==> src/rtl/ex_muldiv_seq.sv <==
`default_nettype none
// +--------------------------------------------------------------------------+
// | Module      : ex_muldiv_seq                                              |
// | Description : Sequential RV32M multiply/divide unit for the EX stage.    |
// |               Radix-2 shift-add multiply and restoring divide, 32        |
// |               iterations each, followed by a one-cycle sign fix-up and   |
// |               a one-cycle done pulse.                                    |
// | Revision    : 1.0 - initial release                                      |
// +--------------------------------------------------------------------------+
// | Ports                                                                    |
// |   clk           in   1  clock, rising edge                               |
// |   rst           in   1  asynchronous active-high reset                   |
// |   md_start_in   in   1  RV32M instruction in EX (level, held to done)    |
// |   md_op_in      in   3  func3 (MUL..REMU)                                |
// |   md_rs1_in     in  32  operand 1, sampled on acceptance                 |
// |   md_rs2_in     in  32  operand 2, sampled on acceptance                 |
// |   md_rd_in      in   5  destination register, sampled on acceptance     |
// |   md_flush_in   in   1  abort the current operation                      |
// |   md_stall_out  out  1  freeze PC, IF/ID, ID/EX                          |
// |   md_busy_out   out  1  operation in progress (MUL/DIV/FIX)              |
// |   md_done_out   out  1  one-cycle pulse, result valid                    |
// |   md_result_out out 32  result, held until the next completion          |
// |   md_rd_out     out  5  destination of md_result_out                     |
// +--------------------------------------------------------------------------+
// | Build option                                                             |
// |   MD_EARLY_OUT_EN : when defined, a multiply with a zero operand or a    |
// |                     divide by zero skips the iterations and goes         |
// |                     straight to FIX. Results are identical either way.   |
// +--------------------------------------------------------------------------+
module ex_muldiv_seq (
  input  logic        clk,
  input  logic        rst,
  input  logic        md_start_in,
  input  logic [2:0]  md_op_in,
  input  logic [31:0] md_rs1_in,
  input  logic [31:0] md_rs2_in,
  input  logic [4:0]  md_rd_in,
  input  logic        md_flush_in,
  output logic        md_stall_out,
  output logic        md_busy_out,
  output logic        md_done_out,
  output logic [31:0] md_result_out,
  output logic [4:0]  md_rd_out
);

  typedef enum logic [2:0] {
    IDLE = 3'd0,
    MUL  = 3'd1,
    DIV  = 3'd2,
    FIX  = 3'd3,
    DONE = 3'd4
  } state_t;

  state_t      state, state_nxt;

  logic [2:0]  op_q;
  logic [4:0]  rd_q;
  logic        neg_q;     // final result must be two's-complement negated
  logic [4:0]  cnt;
  // hi:lo is the 64-bit product for MUL, remainder:quotient for DIV
  logic [31:0] hi;
  logic [31:0] lo;
  logic [31:0] bop;       // multiplicand magnitude or divisor magnitude

  // ---------------------------------------------------------------------
  // Start decode: signedness, magnitudes and result sign
  // ---------------------------------------------------------------------
  logic        accept;
  logic        s1_signed, s2_signed;
  logic        neg1, neg2;
  logic [31:0] mag1, mag2;
  logic        rs2_zero;
  logic        start_neg;
  logic        early;

  assign accept    = (state == IDLE) && md_start_in && !md_flush_in;
  // Only MULHU, DIVU and REMU treat rs1 as unsigned; MULHSU additionally
  // treats rs2 as unsigned.
  assign s1_signed = (md_op_in != 3'b011) && (md_op_in != 3'b101) &&
                     (md_op_in != 3'b111);
  assign s2_signed = s1_signed && (md_op_in != 3'b010);
  assign neg1      = s1_signed && md_rs1_in[31];
  assign neg2      = s2_signed && md_rs2_in[31];
  assign mag1      = neg1 ? (~md_rs1_in + 32'd1) : md_rs1_in;
  assign mag2      = neg2 ? (~md_rs2_in + 32'd1) : md_rs2_in;
  assign rs2_zero  = (md_rs2_in == 32'd0);

  // Remainder follows the dividend. The quotient sign is forced positive
  // on divide-by-zero so the all-ones magnitude passes through unchanged.
  always_comb begin
    start_neg = neg1 ^ neg2;
    if (md_op_in[2]) begin
      if (md_op_in[1]) start_neg = neg1;
      else             start_neg = (neg1 ^ neg2) && !rs2_zero;
    end
  end

`ifdef MD_EARLY_OUT_EN
  assign early = md_op_in[2] ? rs2_zero
                             : ((md_rs1_in == 32'd0) || rs2_zero);
`else
  assign early = 1'b0;
`endif

  // ---------------------------------------------------------------------
  // Iteration datapath
  // ---------------------------------------------------------------------
  logic [32:0] mul_sum;
  logic [32:0] div_shift;
  logic        div_ok;
  logic [31:0] div_sub;

  assign mul_sum   = {1'b0, hi} + (lo[0] ? {1'b0, bop} : 33'd0);
  assign div_shift = {hi, lo[31]};
  assign div_ok    = (div_shift >= {1'b0, bop});
  // When div_ok the true difference is below the divisor, so 32 bits hold it
  assign div_sub   = div_shift[31:0] - bop;

  // ---------------------------------------------------------------------
  // Fix-up: sign correction and result selection
  // ---------------------------------------------------------------------
  logic [63:0] prod_pos, prod_neg, prod_sel;
  logic [31:0] div_mag;
  logic [31:0] fix_result;

  assign prod_pos = {hi, lo};
  assign prod_neg = ~prod_pos + 64'd1;
  assign prod_sel = neg_q ? prod_neg : prod_pos;
  assign div_mag  = op_q[1] ? hi : lo;

  always_comb begin
    fix_result = 32'd0;
    if (!op_q[2]) begin
      fix_result = (op_q[1:0] == 2'b00) ? prod_sel[31:0] : prod_sel[63:32];
    end else begin
      fix_result = neg_q ? (~div_mag + 32'd1) : div_mag;
    end
  end

  // ---------------------------------------------------------------------
  // FSM
  // ---------------------------------------------------------------------
  always_ff @(posedge clk or posedge rst) begin
    if (rst) state <= IDLE;
    else     state <= state_nxt;
  end

  always_comb begin
    state_nxt = state;
    case (state)
      IDLE: begin
        if (accept) begin
          if (early)            state_nxt = FIX;
          else if (md_op_in[2]) state_nxt = DIV;
          else                  state_nxt = MUL;
        end
      end
      MUL, DIV: begin
        if (md_flush_in)       state_nxt = IDLE;
        else if (cnt == 5'd31) state_nxt = FIX;
      end
      FIX: begin
        if (md_flush_in) state_nxt = IDLE;
        else             state_nxt = DONE;
      end
      DONE:    state_nxt = IDLE;
      default: state_nxt = IDLE;
    endcase
  end

  assign md_busy_out  = (state == MUL) || (state == DIV) || (state == FIX);
  assign md_stall_out = md_busy_out || accept;
  assign md_done_out  = (state == DONE);

  // ---------------------------------------------------------------------
  // Datapath registers
  // ---------------------------------------------------------------------
  always_ff @(posedge clk or posedge rst) begin
    if (rst) begin
      op_q          <= 3'd0;
      rd_q          <= 5'd0;
      neg_q         <= 1'b0;
      cnt           <= 5'd0;
      hi            <= 32'd0;
      lo            <= 32'd0;
      bop           <= 32'd0;
      md_result_out <= 32'd0;
      md_rd_out     <= 5'd0;
    end else begin
      case (state)
        IDLE: begin
          cnt <= 5'd0;
          if (accept) begin
            op_q  <= md_op_in;
            rd_q  <= md_rd_in;
            neg_q <= start_neg;
            if (early) begin
              // Preload the values the iterations would have produced
              if (md_op_in[2]) begin
                hi <= mag1;
                lo <= 32'hFFFF_FFFF;
              end else begin
                hi <= 32'd0;
                lo <= 32'd0;
              end
            end else if (md_op_in[2]) begin
              hi  <= 32'd0;
              lo  <= mag1;
              bop <= mag2;
            end else begin
              hi  <= 32'd0;
              lo  <= mag2;
              bop <= mag1;
            end
          end
        end
        MUL: begin
          cnt <= md_flush_in ? 5'd0 : cnt + 5'd1;
          hi  <= mul_sum[32:1];
          lo  <= {mul_sum[0], lo[31:1]};
        end
        DIV: begin
          cnt <= md_flush_in ? 5'd0 : cnt + 5'd1;
          hi  <= div_ok ? div_sub : div_shift[31:0];
          lo  <= {lo[30:0], div_ok};
        end
        FIX: begin
          if (!md_flush_in) begin
            md_result_out <= fix_result;
            md_rd_out     <= rd_q;
          end
        end
        default: ;
      endcase
    end
  end

endmodule
`default_nettype wire

==> config.mk <==
export PLATFORM = sky130hd
export DESIGN_NAME = ex_muldiv_seq
export DESIGN_NICKNAME = d
export VERILOG_FILES = /design/src/rtl/ex_muldiv_seq.sv
export SDC_FILE = /design/constraint.sdc
export NUM_CORES = 1
export LEC_CHECK = 0
export CORE_MARGIN = 2
export CORE_UTILIZATION = 56
export CTS_BUF_LIST = sky130_fd_sc_hd__clkbuf_2
export DETAILED_ROUTE_END_ITERATION = 16
export PLACE_DENSITY = 0.81
export SYNTH_ARGS = -nofsm -noshare
export SYNTH_HDL_FRONTEND = slang
export SYNTH_SLANG_ARGS = --single-unit
export TNS_END_PERCENT = 30
==> constraint.sdc <==
create_clock -name clk -period 4.9 [get_ports clk]
set_input_delay 0.98 -clock clk [delete_from_list [all_inputs] [get_ports clk]]
set_output_delay 0.98 -clock clk [all_outputs]
set_load 0.1 [all_outputs]
==> metrics.txt <==
final worst-path cycle share=84.84%; critical path class=reg -> reg; depth of the worst register-to-register path=9; hold endpoint=md_rd_out[4]$_DFFE_PP0P_; Worst slew margin=27.61%; Core Util, Final=62.11%; Post-Synthesis Cells=2022; total gr overflow=0; Core Footprint=roughly 0.027 mm2; Routed WL per cell=20.07 um; final slew viol count=0; number of global-route vias before repair=14440; Worst-Margin Slew=1.076 ns; Post-Layout Inst Area=0.01660 mm2; Worst VDD drop=0.3822 mV; crit path time final=just over 4 ns; Yosys reg bits=150; final setup violation count=0; Initial Util=approximately 57%; number of enable flip-flop cells after synthesis=0; area leader, netlist=dfrtp_1; Synth top area share=24.78%; CP startpoint kind=register; die outline height=between 150 and 200 um; CTS resizes=0; P per Cell Area=740.3 mW/mm2; row count=60; R2R Setup Slk=0.74 ns; final std cells w/o fill=2385; DP HPWL=approximately 37000 um; most instantiated cells after synthesis=nand2_1 (250), o21ai_0 (207), nor2_1 (188); fmax=approximately 240 MHz; DIE WIDTH=168.5 um; initial antenna violation count=1; share of layout cells above drive strength 1=4.944%; router iterations before antenna repair=9; Hold Crit Depth=2; crit path DAT=slightly below 5 ns; Hold Path Class=reg -> reg; post-synthesis sequential area ratio=around a quarter; count leader, synth=nand2_1; CTS buffer count=17; placed instance area=0.01639 mm2; Total Routing Usage GR=roughly a third; top post-synthesis cells by area=dfrtp_1 (25%), o21ai_0 (6.8%), xnor2_1 (6.6%), nand2_1 (6.2%), ha_1 (5.8%); Tot Pwr=12290 uW; post-route ant nets=0; # Post-CTS Setup Buffers=0; setup TNS=0 ns; unrepaired setup endpoints after global routing=no; Critical Path RT=5.61 ns; Worst Skew=roughly 0.06 ns; Clock Latency Late Sink=0.78 ns; Hold Violations, Final=0; Reg clk slew, reported paths=roughly 0.28 ns; status=completed; max_cap viols=0; Layout area overhead=9.572%; R2R Path Start=lo[28]$_DFFE_PP0P_; Die ar.=0.02838 mm2; first-pass GRT wire length=76530 um; Port Buffer Count=115; num ports=116; syn_area_per_cell=7.492 um2; DR vias/cell=6.520; launch point of the worst path=lo[28]$_DFFE_PP0P_; clk sinks=150; worst hold start=rd_q[4]$_DFFE_PP0P_; hold-fix buffers at CTS=0; Crit. End Element=register; Post-synth ARST share=100.0%; Via Count=~16000; Leak Pwr=0.006778 uW; worst-path maximum fanout=9; routability cong.=1.012; DRC=0; Main synth FF type=dfrtp_1; Syn. warnings=0; # nets final=2178; CTS Root Cell=clkbuf_2; CTS tree=built; Bufs on Longest Clock Path=2; DRT Wirelength=47870 um; Initial DRC Count=1886; H-tree Lvls=4; FF-to-FF End=md_result_out[22]$_DFFE_PP0P_; Placed Cells=2352; largest net degree at the start of global routing=about 150; Cell Area, Synth=0.01515 mm2; Cell variety after synth=between 70 and 80; Synth Net Count=2170
-- sequential cells by signal (all words and copies together), names as in the netlist --
name / count
md_result_out: 32
rd_q: 5
cnt: 5
hi: 32
bop: 32
neg_q: 1
md_rd_out: 5
state: 3
lo: 32
op_q: 3
-- worst max-delay path, stage by stage (launching register included) --
cell and delay [ns]:
dfrtp_1 0.62, nor4_1 0.97, nand3_1 0.29, or4b_4 0.58, nor4_4 0.23, nand2_1 0.19
o21ai_0 0.24, xor2_1 0.09, a2111oi_0 0.68, a221o_1 0.20
-- worst max-delay path by stage --
stage                                    endpoint  slack (ns)
global placement               lo[24]$_DFFE_PP0P_        0.70
CTS                                   md_done_out        0.76
floorplan           md_result_out[30]$_DFFE_PP0P_        0.43
finish              md_result_out[22]$_DFFE_PP0P_        0.74
global route                          md_done_out        0.65
detailed placement             lo[24]$_DFFE_PP0P_        0.65
-- area by class of cell --
| class | instances | area (um2) |
|---|---|---|
| multi-input combinational | 1650 | 10570 |
| fill | 2427 | 10130 |
| sequential | 150 | 3756 |
| timing repair buffer | 144 | 1386 |
| tap | 341 | 426.7 |
| inverter | 67 | 255.2 |
| clock inverter | 15 | 118.9 |
| clock buffer | 17 | 85.08 |
| antenna | 1 | 2.502 |
-- placed cells by master (no fill, tap or decap), types with 13 or more instances in the layout --
cell and count:
o41ai_1 15, nand2b_1 22, a21oi_1 148, nand3_1 26
clkbuf_2 17, o21ai_0 207, or3_1 19, or4_1 15
o211ai_1 20, nor2_1 187, a22oi_1 22, buf_4 28
a222oi_1 26, mux2i_1 50, inv_1 64, a21o_1 24
ha_1 70, xor2_1 83, nand2_1 248, nor3_1 47
and2_1 17, o21bai_1 13, o31ai_1 42, o21a_1 17
nand4_1 16, a31oi_1 17, a211oi_1 20, xnor2_1 115
clkdlybuf4s50_1 113, dfrtp_1 148
-- cell families (layout without fill, tap and decap cells) --
family                     Yosys count  after routing  synth area share [%]
AOI/OAI and AO/OA                  661            661                 28.15
and+or+nand+nor                    658            658                 19.90
buffers and inverters              222            243                 5.567
xor gates and xnor gates           198            198                 11.45
DFF                                150            150                 24.78
adders and majority gates           72             72                 6.046
muxes                               61             61                 4.121
other                                0              1                     0
-- per-layer routing --
| metal | track usage, % | wire [um] | up-vias |
|---|---|---|---|
| met4 | 11.73 | 1444 | 0 |
| met2 | 52.85 | 21030 | 810 |
| li1 | - | - | 7339 |
| met3 | 6.079 | 4873 | 96 |
| met5 | 0 | 0 | - |
| met1 | 46.53 | 20520 | 7305 |
-- stage by stage --
step | setup WS (ns) | hold slack (ns)
floorplan | 0.4264 | 0.4386
detailed placement | 0.6536 | 0.4526
global placement | 0.6958 | 0.4461
finish | 0.7431 | 0.5061
global route | 0.6468 | 0.4763
CTS | 0.7594 | 0.4916
-- power by group --
part / leakage [uW] / switching [uW] / internal (uW)
Clock: 0.000115 / 542 / 143
Combinational: 0.00478 / 5650 / 3190
Sequential: 0.00189 / 985 / 1770
Total: 0.00678 / 7180 / 5110
(Power assumes the default switching activity.)
